`config.mk`:
```
export PLATFORM = sky130hd
export DESIGN_NAME = card_shoe_arbiter_flat
export DESIGN_NICKNAME = d
export VERILOG_FILES = /design/src/rtl/card_shoe_arbiter_if.sv /design/src/rtl/card_shoe_arbiter.sv /design/src/flat_wrapper.sv
export SDC_FILE = /design/constraint.sdc
export NUM_CORES = 1
export LEC_CHECK = 0
export CORE_ASPECT_RATIO = 1.75
export CORE_MARGIN = 5
export CORE_UTILIZATION = 60
export DETAILED_ROUTE_END_ITERATION = 10
export HOLD_SLACK_MARGIN = 0.12
export PLACE_DENSITY = 0.78
export SLEW_MARGIN = 20
export SYNTH_ARGS = -nofsm -noshare
export SYNTH_HDL_FRONTEND = slang
export SYNTH_SLANG_ARGS = --single-unit
```
`constraint.sdc`:
```
create_clock -name clk -period 4.9 [get_ports clk]
set_input_delay 0.735 -clock clk [delete_from_list [all_inputs] [get_ports clk]]
set_output_delay 0.735 -clock clk [all_outputs]
set_load 0.01 [all_outputs]
```
`src/rtl/card_shoe_arbiter_if.sv`:
```
// Handshake bundle between the card shoe and its requesters / display logic.
// The master side drives the requests; the shoe (slave) drives acks and card data.
interface card_shoe_if;
    logic       p_req;
    logic       d_req;
    logic       shuffle_req;
    logic       p_ack;
    logic       d_ack;
    logic [3:0] card_value;
    logic [3:0] card_rank;
    logic [5:0] cards_left;
    logic       deck_empty;
    logic       busy;

    modport master (
        output p_req, d_req, shuffle_req,
        input  p_ack, d_ack, card_value, card_rank, cards_left, deck_empty, busy
    );

    modport slave (
        input  p_req, d_req, shuffle_req,
        output p_ack, d_ack, card_value, card_rank, cards_left, deck_empty, busy
    );
endinterface

```
`src/rtl/card_shoe_arbiter.sv`:
```
// Single-deck card shoe: round-robin player/dealer arbitration, LFSR-seeded scan, draw without replacement.
// Optional CARD_AUTO_RESHUFFLE_EN: an empty deck is reshuffled automatically before serving a pending draw.
module card_shoe_arbiter #(
    parameter logic [15:0] LFSR_SEED = 16'hACE1
) (
    input  logic            clk,
    input  logic            rst,
    card_shoe_if.slave      bus
);

    localparam logic [15:0] SEED_EFF  = (LFSR_SEED == 16'h0000) ? 16'h0001 : LFSR_SEED;
    localparam logic [15:0] LFSR_TAPS = 16'hB400;
    localparam logic [5:0]  DECK_SIZE = 6'd52;
    localparam logic [5:0]  LAST_IDX  = 6'd51;

    typedef enum logic [2:0] {
        ST_IDLE    = 3'd0,
        ST_SEED    = 3'd1,
        ST_SCAN    = 3'd2,
        ST_DELIVER = 3'd3,
        ST_SHUFFLE = 3'd4
    } state_t;

    // Card index 0..51 maps to rank index 0..12 (index mod 13).
    function automatic logic [3:0] rank_idx_f(input logic [5:0] idx);
        if (idx >= 6'd39) begin
            return 4'(idx - 6'd39);
        end else if (idx >= 6'd26) begin
            return 4'(idx - 6'd26);
        end else if (idx >= 6'd13) begin
            return 4'(idx - 6'd13);
        end else begin
            return 4'(idx);
        end
    endfunction

    function automatic logic [3:0] value_f(input logic [3:0] ridx);
        if (ridx == 4'd0) begin
            return 4'd1;
        end else if (ridx <= 4'd8) begin
            return ridx + 4'd1;
        end else begin
            return 4'd10;
        end
    endfunction

    function automatic logic [5:0] seed_idx_f(input logic [5:0] raw);
        if (raw < DECK_SIZE) begin
            return raw;
        end else begin
            return raw - DECK_SIZE;
        end
    endfunction

    state_t      state_r;
    logic [15:0] lfsr_r;
    logic [51:0] used_r;
    logic [5:0]  scan_idx_r;
    logic [5:0]  scan_cnt_r;
    logic [5:0]  cards_left_r;
    logic        deck_empty_r;
    logic        p_ack_r;
    logic        d_ack_r;
    logic        grant_p_r;
    logic        last_grant_p_r;
    logic [3:0]  card_value_r;
    logic [3:0]  card_rank_r;
    logic        busy_r;
`ifdef CARD_AUTO_RESHUFFLE_EN
    logic        reshuffle_r;
`endif

    logic        grant_p_s;
    logic        used_bit_s;
    logic [3:0]  rank_idx_s;

    assign used_bit_s = used_r[scan_idx_r];
    assign rank_idx_s = rank_idx_f(scan_idx_r);

    // Round-robin pick: on a tie the requester not served last wins.
    always_comb begin
        grant_p_s = 1'b0;
        if (bus.p_req && bus.d_req) begin
            grant_p_s = ~last_grant_p_r;
        end else begin
            grant_p_s = bus.p_req;
        end
    end

    // Free-running Galois LFSR, held at the seed only while in reset.
    always_ff @(posedge clk) begin
        if (rst) begin
            lfsr_r <= SEED_EFF;
        end else begin
            lfsr_r <= {1'b0, lfsr_r[15:1]} ^ (lfsr_r[0] ? LFSR_TAPS : 16'h0000);
        end
    end

    // Shoe FSM with registered acks, card data, counters and busy.
    always_ff @(posedge clk) begin
        if (rst) begin
            state_r        <= ST_IDLE;
            used_r         <= 52'd0;
            scan_idx_r     <= 6'd0;
            scan_cnt_r     <= 6'd0;
            cards_left_r   <= DECK_SIZE;
            deck_empty_r   <= 1'b0;
            p_ack_r        <= 1'b0;
            d_ack_r        <= 1'b0;
            grant_p_r      <= 1'b0;
            last_grant_p_r <= 1'b0;
            card_value_r   <= 4'd0;
            card_rank_r    <= 4'd0;
            busy_r         <= 1'b0;
`ifdef CARD_AUTO_RESHUFFLE_EN
            reshuffle_r    <= 1'b0;
`endif
        end else begin
            p_ack_r <= 1'b0;
            d_ack_r <= 1'b0;
            case (state_r)
                ST_IDLE: begin
                    if (bus.shuffle_req) begin
                        state_r <= ST_SHUFFLE;
                        busy_r  <= 1'b1;
                    end else if (bus.p_req || bus.d_req) begin
                        grant_p_r      <= grant_p_s;
                        last_grant_p_r <= grant_p_s;
                        state_r        <= ST_SEED;
                        busy_r         <= 1'b1;
                    end else begin
                        busy_r <= 1'b0;
                    end
                end
                ST_SEED: begin
                    scan_idx_r <= seed_idx_f(lfsr_r[5:0]);
                    scan_cnt_r <= 6'd0;
                    if (cards_left_r == 6'd0) begin
`ifdef CARD_AUTO_RESHUFFLE_EN
                        reshuffle_r <= 1'b1;
                        state_r     <= ST_SHUFFLE;
`else
                        card_value_r <= 4'd0;
                        card_rank_r  <= 4'd0;
                        p_ack_r      <= grant_p_r;
                        d_ack_r      <= ~grant_p_r;
                        state_r      <= ST_DELIVER;
`endif
                    end else begin
                        state_r <= ST_SCAN;
                    end
                end
                ST_SCAN: begin
                    if (!used_bit_s) begin
                        used_r[scan_idx_r] <= 1'b1;
                        cards_left_r       <= cards_left_r - 6'd1;
                        deck_empty_r       <= (cards_left_r == 6'd1);
                        card_value_r       <= value_f(rank_idx_s);
                        card_rank_r        <= rank_idx_s + 4'd1;
                        p_ack_r            <= grant_p_r;
                        d_ack_r            <= ~grant_p_r;
                        state_r            <= ST_DELIVER;
                    end else if (scan_cnt_r == LAST_IDX) begin
                        // Unreachable while cards_left tracks used; fail safe with a null card.
                        card_value_r <= 4'd0;
                        card_rank_r  <= 4'd0;
                        p_ack_r      <= grant_p_r;
                        d_ack_r      <= ~grant_p_r;
                        state_r      <= ST_DELIVER;
                    end else begin
                        scan_idx_r <= (scan_idx_r == LAST_IDX) ? 6'd0 : scan_idx_r + 6'd1;
                        scan_cnt_r <= scan_cnt_r + 6'd1;
                    end
                end
                ST_DELIVER: begin
                    state_r <= ST_IDLE;
                    busy_r  <= 1'b0;
                end
                ST_SHUFFLE: begin
                    used_r       <= 52'd0;
                    cards_left_r <= DECK_SIZE;
                    deck_empty_r <= 1'b0;
`ifdef CARD_AUTO_RESHUFFLE_EN
                    if (reshuffle_r) begin
                        reshuffle_r <= 1'b0;
                        state_r     <= ST_SEED;
                    end else begin
                        state_r <= ST_IDLE;
                        busy_r  <= 1'b0;
                    end
`else
                    state_r <= ST_IDLE;
                    busy_r  <= 1'b0;
`endif
                end
                default: begin
                    state_r <= ST_IDLE;
                    busy_r  <= 1'b0;
                end
            endcase
        end
    end

    assign bus.p_ack      = p_ack_r;
    assign bus.d_ack      = d_ack_r;
    assign bus.card_value = card_value_r;
    assign bus.card_rank  = card_rank_r;
    assign bus.cards_left = cards_left_r;
    assign bus.deck_empty = deck_empty_r;
    assign bus.busy       = busy_r;

endmodule

```
`src/flat_wrapper.sv`:
```
// flat-port wrapper written by rule: the top's interface ports become plain ports
module card_shoe_arbiter_flat 
#(
    parameter logic [15:0] LFSR_SEED = 16'hACE1
)
  (clk, rst, bus_p_req, bus_d_req, bus_shuffle_req, bus_p_ack, bus_d_ack, bus_card_value, bus_card_rank, bus_cards_left, bus_deck_empty, bus_busy);
  card_shoe_if bus_i ();
  input  logic clk;
  input  logic rst;
  input wire logic [$bits(bus_i.p_req)-1:0] bus_p_req;
  input wire logic [$bits(bus_i.d_req)-1:0] bus_d_req;
  input wire logic [$bits(bus_i.shuffle_req)-1:0] bus_shuffle_req;
  output wire logic [$bits(bus_i.p_ack)-1:0] bus_p_ack;
  output wire logic [$bits(bus_i.d_ack)-1:0] bus_d_ack;
  output wire logic [$bits(bus_i.card_value)-1:0] bus_card_value;
  output wire logic [$bits(bus_i.card_rank)-1:0] bus_card_rank;
  output wire logic [$bits(bus_i.cards_left)-1:0] bus_cards_left;
  output wire logic [$bits(bus_i.deck_empty)-1:0] bus_deck_empty;
  output wire logic [$bits(bus_i.busy)-1:0] bus_busy;
  assign bus_i.p_req = bus_p_req;
  assign bus_i.d_req = bus_d_req;
  assign bus_i.shuffle_req = bus_shuffle_req;
  assign bus_p_ack = bus_i.p_ack;
  assign bus_d_ack = bus_i.d_ack;
  assign bus_card_value = bus_i.card_value;
  assign bus_card_rank = bus_i.card_rank;
  assign bus_cards_left = bus_i.cards_left;
  assign bus_deck_empty = bus_i.deck_empty;
  assign bus_busy = bus_i.busy;
  card_shoe_arbiter #(.LFSR_SEED(LFSR_SEED)) u_core (.clk(clk), .rst(rst), .bus(bus_i));
endmodule
```
# Word level (Yosys, flattened, before mapping)
# Index checks and enable logic that the tools add are counted.
[word_totals]
reg_bits = 102
latchBits = 0
output_inout_bits = 18
n_memories = 0
elab_cells = 106
ram_bits = 0
rom_bits = 0
in_bits = 5
[classes]
eq_ne = 12
magnitude_cmp = 7
n_mux = 48
multipliers = 0
bitwise_logic = 4
n_shift = 0
div = 0
n_reduce_logical = 14
add_sub_neg = 8
[ops]
columns = ["cell", "count"]
rows = [
  ["$pmux 52 s2", 1],
  ["$mux 52", 1],
  ["$or 52x52->52", 1],
  ["$mux 6", 7],
  ["$mux 4", 9],
  ["$pmux 6 s2", 3],
  ["$mux 16", 1],
  ["$pmux 4 s2", 2],
  ["$xor 15x16->16", 1],
  ["$mux 1", 13],
  ["$add 6x1->6 const B", 2],
  ["$eq 6x6->1 const B", 2],
  ["$mux 3", 4],
  ["$pmux 3 s3", 1],
  ["$reduce_and 3->1", 3],
  ["$pmux 1 s2", 4],
  ["$sub 4x4->4 const B", 2],
  ["$lt 6x7->1 const B", 1],
  ["$bmux 1 s6", 1],
  ["$demux 1 s6", 1],
  ["$eq 6x1->1 const B", 1],
  ["$ge 6x1->1 const B", 1],
  ["$ge 6x4->1 const B", 1],
  ["$ge 6x5->1 const B", 1],
  ["23 further kinds", 29],
]

# Longest topological paths before layout
# Gate-level depths: netlist of run 1.
[depth]
depth_word = 9
ltp_mapped = 13
mapped_depth_nobuf = 11

# Least setup slack after synthesis of run 1
# No wires, ideal clock.
[synth_path]
path_kind = "register -> register"
start = "register u_core.scan_idx_r[2]"
end = "register u_core.card_value_r[0] (netlist: u_core.bus.card_value[0])"
setup_ns = 0.117
path_stages_with_launch = 13
period_less_slack_ns = 2.887
path_slack_ns = 2.013
required_time_ns = 4.783
n_path_buf = 2
arrival_ns = 2.769
path_cell_list = "dfxtp_1 -> clkbuf_2 -> inv_1 -> ha_1 -> clkbuf_2 -> and2b_2 -> o311ai_4 -> o211ai_1 -> xnor2_1 -> ha_1 -> and2_1 -> maj3_1 -> a32o_1"
[synth_via]
elab_chain_cells = 9
word_cells_on_any_way = 20
classes_between = "4 x add/sub; 4 x order compare; 1 x eq/ne; 9 x mux; 2 x reduce/logical"
[synth_rtl]
columns = ["item", "line", "text"]
rows = [
  ["start: declaration", "card_shoe_arbiter.sv:58", "logic [5:0] scan_idx_r;"],
  ["start signal: assignment", "card_shoe_arbiter.sv:136", "scan_idx_r <= seed_idx_f(lfsr_r[5:0]);"],
  ["start signal: assignment", "card_shoe_arbiter.sv:171", "scan_idx_r <= (scan_idx_r == LAST_IDX) ? 6'd0 : scan_idx_r + 6'd1;"],
  ["$ge 6x4->1 / $sub 4x4->4 (equally long branches)", "card_shoe_arbiter.sv:30, card_shoe_arbiter.sv:31", ""],
  ["$mux 4", "card_shoe_arbiter.sv:30", "end else if (idx >= 6'd13) begin"],
  ["$mux 4", "card_shoe_arbiter.sv:28", "end else if (idx >= 6'd26) begin"],
  ["$mux 4", "card_shoe_arbiter.sv:26", "if (idx >= 6'd39) begin"],
  ["$add 4x1->4 / $le 4x4->1 (equally long branches)", "card_shoe_arbiter.sv:41, card_shoe_arbiter.sv:40", ""],
  ["$mux 4", "card_shoe_arbiter.sv:40", "end else if (ridx <= 4'd8) begin"],
  ["$mux 4", "card_shoe_arbiter.sv:38", "if (ridx == 4'd0) begin"],
  ["$mux 4", "card_shoe_arbiter.sv:154", "if (!used_bit_s) begin"],
  ["$pmux 4 s2", "card_shoe_arbiter.sv:121", "case (state_r)"],
  ["end signal: assignment", "card_shoe_arbiter.sv:158", "card_value_r <= value_f(rank_idx_s);"],
  ["end: declaration", "card_shoe_arbiter.sv:66", "logic [3:0] card_value_r;"],
]
# Parallel ways exist; a longest one is shown, timed or not. The select of a mux whose other input is x is not followed.
# A chain may end at the register's enable or synchronous reset.

# Worst setup path in the final report of run 1
[layout_path]
start = "register u_core.scan_idx_r[0]"
end = "register u_core.card_value_r[0] (netlist: u_core.bus.card_value[0])"
# The elaborated chain is that of the path after synthesis.

==> results of run 1 <==
==> through the flow <==
step	power [mW]	setup WS, ps	utilization
2_1_floorplan	1.21	2010	-
3_3_place_gp	1.29	1480	0.628
3_5_place_dp	1.30	1370	0.628
4_1_cts	2.02	1360	0.665
5_1_grt	2.10	1040	0.665
6_report	2.02	1270	0.665
==> cell families (layout without fill, tap and decap cells) <==
| kind of cell | Yosys count | count (layout) | synth area share |
|---|---|---|---|
| compound gates | 141 | 141 | 0.214 |
| flops | 102 | 102 | 0.406 |
| fa+ha+maj | 16 | 16 | 0.0388 |
| buf+inv | 57 | 61 | 0.0589 |
| mux | 29 | 29 | 0.0666 |
| simple gates | 194 | 194 | 0.192 |
| xor+xnor | 12 | 12 | 0.0236 |
==> registers in the layout (all words and copies together), names as in the netlist <==
register               count
u_core.used_r             52
u_core.lfsr_r             16
u_core.bus.cards_left      6
u_core.scan_cnt_r          6
u_core.scan_idx_r          6
u_core.bus.card_rank       4
u_core.bus.card_value      4
u_core.state_r             3
u_core.bus.busy            1
u_core.bus.d_ack           1
u_core.bus.deck_empty      1
u_core.bus.p_ack           1
u_core.grant_p_r           1
==> report_power, final <==
| part | internal (mW) | total, mW | switching [mW] |
|---|---|---|---|
| clock | 0.424 | 0.727 | 0.303 |
| combinational | 0.152 | 0.389 | 0.237 |
| sequential | 0.857 | 0.902 | 0.0450 |
| total | 1.43 | 2.02 | 0.585 |
==> cell usage in the layout, fill, tap and decap left out, types with 6 or more instances in the layout <==
master,n
a211oi_1,11
a21oi_1,14
a22oi_1,6
a31oi_1,13
a32o_1,11
a41oi_1,14
and2_1,7
buf_4,6
clkbuf_16,9
clkdlybuf4s50_1,22
dfxtp_1,102
ha_1,14
inv_1,16
mux2i_1,26
nand2_1,65
nand3_1,7
nor2_1,45
nor2b_1,10
nor3_1,12
o21ai_0,32
o21ai_2,6
or2_2,7
xnor2_1,10
==> cells in the mapped netlist, types with 3 or more instances <==
master	number	area [µm²]
a211oi_1	11	82.6
a21oi_1	15	75.1
a22oi_1	6	45.0
a31oi_1	13	81.3
a32o_1	11	110
a41oi_1	14	123
and2_1	7	43.8
buf_2	6	30.0
buf_4	3	22.5
buf_6	4	45.0
clkbuf_1	20	75.1
clkbuf_2	3	15.0
clkbuf_8	3	41.3
dfxtp_1	102	2040
ha_1	14	175
inv_1	16	60.1
mux2i_1	26	260
nand2_1	65	244
nand2b_1	5	31.3
nand3_1	7	35.0
nand3b_1	3	22.5
nand4_1	3	18.8
nor2_1	45	169
nor2b_1	10	62.6
nor3_1	12	60.1
nor3b_1	3	22.5
nor4_1	4	25.0
o2111ai_1	3	26.3
o211ai_1	4	30.0
o21ai_0	32	160
o21ai_2	6	52.6
o2bb2ai_1	3	26.3
o32ai_1	3	26.3
or2_2	7	43.8
or3_1	5	31.3
xnor2_1	10	87.6
==> worst max-delay path by stage <==
| stage | startpoint | endpoint | slack (ps) |
|---|---|---|---|
| 2_1_floorplan | u_core.scan_idx_r[2] | u_core.bus.card_value[0] | 2010 |
| 3_3_place_gp | u_core.scan_idx_r[2] | u_core.bus.card_value[0] | 1480 |
| 3_5_place_dp | u_core.scan_idx_r[0] | u_core.bus.card_value[1] | 1370 |
| 4_1_cts | u_core.scan_idx_r[2] | u_core.bus.card_value[0] | 1360 |
| 5_1_grt | u_core.scan_idx_r[0] | u_core.bus.card_value[2] | 1040 |
| 6_report | u_core.scan_idx_r[0] | u_core.bus.card_value[0] | 1270 |
==> layer usage <==
metal / vias to the layer above / part of all wire / track usage
met3: 46 / 0.045 / 0.0452
met2: 169 / 0.51 / 0.425
met4: 0 / 0.056 / 0.164
met5: - / 0 / 0
met1: 2005 / 0.39 / 0.292
li1: 1999 / - / -
==> worst max-delay path, cell delays in order (launching register included) <==
cell	delay [ps]
dfxtp_1	920
inv_1	340
ha_1	320
nor2b_1	130
o21ai_0	350
mux2i_1	250
a311oi_1	160
ha_1	280
and2_1	160
maj3_1	350
a32o_1	250
==> area by class of cell <==
type	count	area, µm²
clock buffer	13	260
clock inverter	3	42.5
fill	680	2770
inverter	17	63.8
multi-input combinational	392	2700
sequential	102	2040
tap	92	115
timing repair buffer	28	265
==> flow_summary.json, run 1 <==
{
  "wirelength_um": 12600,
  "ios": 23,
  "critPathMaxFanout": 26,
  "clkSinkCount": 102,
  "cts_made_buffers": 9,
  "holdPathStages": 1,
  "fin_cells": 647,
  "worst_hold_path_type": "flip-flop to flip-flop",
  "hold_slack_ps": 410,
  "clk_latency_ps": 350,
  "grt_pass1_vias": 4176,
  "synth-seq-cells": 102,
  "netlist-cell-type-count": 73,
  "regToRegSetupSlack_ps": 1270,
  "cts_setup_buffers": 0,
  "slew_violations": 0,
  "syn_avg_cell_area_um2": 9.14,
  "wl_per_cell_um": 19.5,
  "period_minus_slack_ps": 3630,
  "cp-end-kind": "flip-flop",
  "r2r-end": "u_core.bus.card_value[0]",
  "synth_area_um2": 5030,
  "cp.required_ps": 5140,
  "htree_levels": 3,
  "powerDensity_nw_per_um2": 368,
  "grt_pass1_wl_um": 21100,
  "via_per_inst": 6.52,
  "yosys_warnings": 0,
  "place.gp.congestion": 0.936,
  "tightest_slew_ps": 1030,
  "cap_violations": 0,
  "finalClockSkew_ps": 8.02,
  "drtPass1Iterations": 5,
  "final_area_um2": 5490,
  "seq_area_frac_synth": 0.406,
  "drt-initial-drc-count": 452,
  "rows": 44,
  "cts-resized-gates": 0,
  "setup_viol": 0,
  "worstSetupPathType": "flip-flop to flip-flop",
  "worst_r2r_path_depth": 10,
  "core_um2": 8260,
  "synth_edf_count": 0,
  "tns_ps": 0,
  "num_vias": 4219,
  "drive_gt1_frac": 0.0937,
  "vdd_ir_drop_max_mv": 0.270,
  "antenna_found_initial": 0,
  "dieHeight_um": 131,
  "num_antenna_cells": 0,
  "leakage_nw": 1.92,
  "nets": 569,
  "clkSlewWorstSetupHoldPaths_ps": 70,
  "cts_hold_buf": 0,
  "drc": 0,
  "syn_to_final_growth_pct": 9.02,
  "dp_cells": 631,
  "synth_fp_nets": 570,
  "crit_arrival_ps": 3870,
  "whs_endpoint": "u_core.lfsr_r[5]",
  "cts_tree": "yes",
  "place.port_buffers": 22,
  "drtAntennaViolNets": 0,
  "status": "completed",
  "synth_ff_type": "dfxtp_1",
  "min_from": "u_core.lfsr_r[6]",
  "grt.total_usage": 0.255,
  "clock_path_buffers": 2,
  "rsz0062_at_grt": "false",
  "grt_overflow": 0,
  "crit_path_start_kind": "flip-flop",
  "clockRootBuffer": "clkbuf_16",
  "start_util": 0.610,
  "slew_headroom": 0.308,
  "dieArea_um2": 10400,
  "grt_max_degree": 41,
  "die_w_um": 79.2,
  "place_area_um2": 5190,
  "min_period_over_period": 0.740,
  "hpwl_um": 8930,
  "async_reset_ff_frac": 0,
  "clock.fmax_ghz": 0.276,
  "hold_violations": 0,
  "synthCells": 551,
  "r2r-start": "u_core.scan_idx_r[0]"
}
(Power assumes the default switching activity.)
==> inputs of run 2 (changes only) <==
==> constraint.sdc (replaced) <==
create_clock -name clk -period 3.6 [get_ports clk]
set_input_delay 0.54 -clock clk [delete_from_list [all_inputs] [get_ports clk]]
set_output_delay 0.54 -clock clk [all_outputs]
set_load 0.01 [all_outputs]
==> flow_summary.json, run 2 (synthesis results as in run 1) <==
{
  "status": "completed",
  "wl_per_cell_um": 20.2,
  "drive_gt1_frac": 0.102,
  "setup_viol": 0,
  "final.setup.worst_slack_ps": 453,
  "core_um2": 8260,
  "max_flop_register": "u_core.used_r",
  "powerDensity_nw_per_um2": 483,
  "grt_busiest_layer": "met2",
  "rsz0062_at_grt": "false",
  "grt.total_usage": 0.260,
  "multi_input_area_um2": 2700,
  "finalClockSkew_ps": 6.56,
  "critPathBufInv": 4,
  "r2r-end": "u_core.bus.card_value[1]",
  "place_ws_ps": 490,
  "clock.fmax_ghz": 0.318,
  "use_met2": 0.434,
  "grt_max_degree": 41,
  "worstPathCellList": "buf_4, inv_1, ha_1, nor2b_1, o21ai_0, mux2i_1, a311oi_1, inv_1, ha_1, inv_1, maj3_1, o2bb2ai_1",
  "cts_setup_buffers": 0,
  "worst_r2r_path_depth": 12,
  "cts_hold_buf": 0,
  "antenna_found_initial": 0,
  "clockRootBuffer": "clkbuf_16",
  "slowest_stage": "a311oi_1",
  "fill_cells": 664,
  "r2r-start": "u_core.scan_idx_r[0]",
  "hold_violations": 0,
  "drt-initial-drc-count": 371,
  "cp_slowest_stage_delay_ps": 470,
  "met1_usage": 0.288,
  "nets": 575,
  "grt_pass1_wl_um": 21200,
  "slew_violations": 0,
  "worst_hold_path_type": "flip-flop to flip-flop",
  "place.gp.congestion": 0.950,
  "via_per_inst": 6.51,
  "cts-resized-gates": 0,
  "wirelength_um": 13200,
  "dp_cells": 637,
  "critPathMaxFanout": 26,
  "period_minus_slack_ps": 3150,
  "final_util": 0.670,
  "cts_tree": "yes",
  "cap_violations": 0,
  "htree_levels": 3,
  "place.port_buffers": 22,
  "clock_path_buffers": 2,
  "slew_headroom": 0.502,
  "leakage_nw": 1.94,
  "tightest_slew_ps": 745,
  "syn_to_final_growth_pct": 9.92,
  "crit_path_start_kind": "flip-flop",
  "dieHeight_um": 131,
  "drtAntennaViolNets": 0,
  "num_vias": 4249,
  "cts_made_buffers": 9,
  "vdd_ir_drop_max_mv": 0.584,
  "tns_ps": 0,
  "rows": 44,
  "crit_arrival_ps": 3430,
  "layout_commonest_cell": "dfxtp_1",
  "hpwl_um": 9440,
  "critPathTopFamily": "adder cells",
  "largest_register_ffs": 52,
  "ios": 23,
  "worstSetupPathType": "flip-flop to flip-flop",
  "clkSlewWorstSetupHoldPaths_ps": 70,
  "min_period_over_period": 0.874,
  "start_util": 0.610,
  "final_cell_mix": "102 x dfxtp_1, 65 x nand2_1, 45 x nor2_1",
  "min_from": "u_core.lfsr_r[12]",
  "die_w_um": 79.2,
  "cp-end-kind": "flip-flop",
  "gr-usage-met3": 0.0397,
  "fin_cells": 653,
  "top_regs": "u_core.used_r x52, u_core.lfsr_r x16",
  "holdPathStages": 1,
  "num_antenna_cells": 0,
  "cp.required_ps": 3880,
  "regToRegSetupSlack_ps": 450,
  "dieArea_um2": 10400,
  "whs_endpoint": "u_core.lfsr_r[11]",
  "grt_pass1_vias": 4149,
  "clk_latency_ps": 340,
  "cp_common_cell": "inv_1",
  "grt_overflow": 0,
  "drtPass1Iterations": 5,
  "clkSinkCount": 102,
  "regArea_um2": 2040,
  "drc": 0
}
-- run 2: changes by cell type in the layout (fill, tap and decap cells not counted), sizes merged --
cell / delta
buf: +6
clkinvlp: +1
bufinv: -1
-- run 2: per-stage QoR --
| stage | total power [mW] | hold WS [ps] | instance area (µm²) |
|---|---|---|---|
| 6_report | 2.67 | 415 | 5530 |
| 5_1_grt | 2.78 | 422 | 5530 |
| 4_1_cts | 2.67 | 418 | 5530 |
| 3_5_place_dp | 1.79 | 398 | 5260 |
| 3_3_place_gp | 1.77 | 401 | 5240 |
| 2_1_floorplan | 1.65 | 389 | 5030 |
-- run 2: layer usage --
layer | vias to the layer above | part of all wire
li1 | 2017 | -
met1 | 2030 | 0.38
met2 | 140 | 0.51
met3 | 62 | 0.040
met4 | 0 | 0.073
met5 | - | 0
-- run 2: where the power goes --
part / internal [mW] / total (mW) / leakage, nW / switching (mW)
clock: 0.487 / 0.898 / 0.126 / 0.410
sequential: 1.17 / 1.22 / 0.828 / 0.0511
combinational: 0.220 / 0.558 / 0.987 / 0.338
total: 1.87 / 2.67 / 1.94 / 0.799
-- run 2: cell type report --
class	count	share of cell area
timing repair buffer	34	0.0619
tap	92	0.0208
clock inverter	3	0.00362
sequential	102	0.369
clock buffer	13	0.0452
multi-input combinational	392	0.488
inverter	17	0.0115
-- run 2: worst max path at each step --
stage                                    start                       end  cells past startpoint
after floorplan           u_core.scan_idx_r[2]  u_core.bus.card_value[0]                     12
final                     u_core.scan_idx_r[0]  u_core.bus.card_value[1]                     12
after CTS                 u_core.scan_idx_r[1]  u_core.bus.card_value[1]                     11
after global placement    u_core.scan_idx_r[1]  u_core.bus.card_value[3]                      8
after detailed placement  u_core.scan_idx_r[1]  u_core.bus.card_value[1]                     11
after global routing      u_core.scan_idx_r[1]  u_core.bus.card_value[1]                     11
==> inputs of run 3 (changes only) <==
--- a/config.mk
+++ b/config.mk
@@ -5,6 +5,7 @@
 export SDC_FILE = /design/constraint.sdc
 export NUM_CORES = 1
 export LEC_CHECK = 0
+export CAP_MARGIN = 20
 export CORE_ASPECT_RATIO = 1.75
 export CORE_MARGIN = 5
 export CORE_UTILIZATION = 60
==> constraint.sdc (replaced) <==
create_clock -name clk -period 3.6 [get_ports clk]
set_input_delay 0.54 -clock clk [delete_from_list [all_inputs] [get_ports clk]]
set_output_delay 0.54 -clock clk [all_outputs]
set_load 0.005 [all_outputs]
==> results of run 3 <==
Same layout as run 2 (identical final DEF). Status: completed.
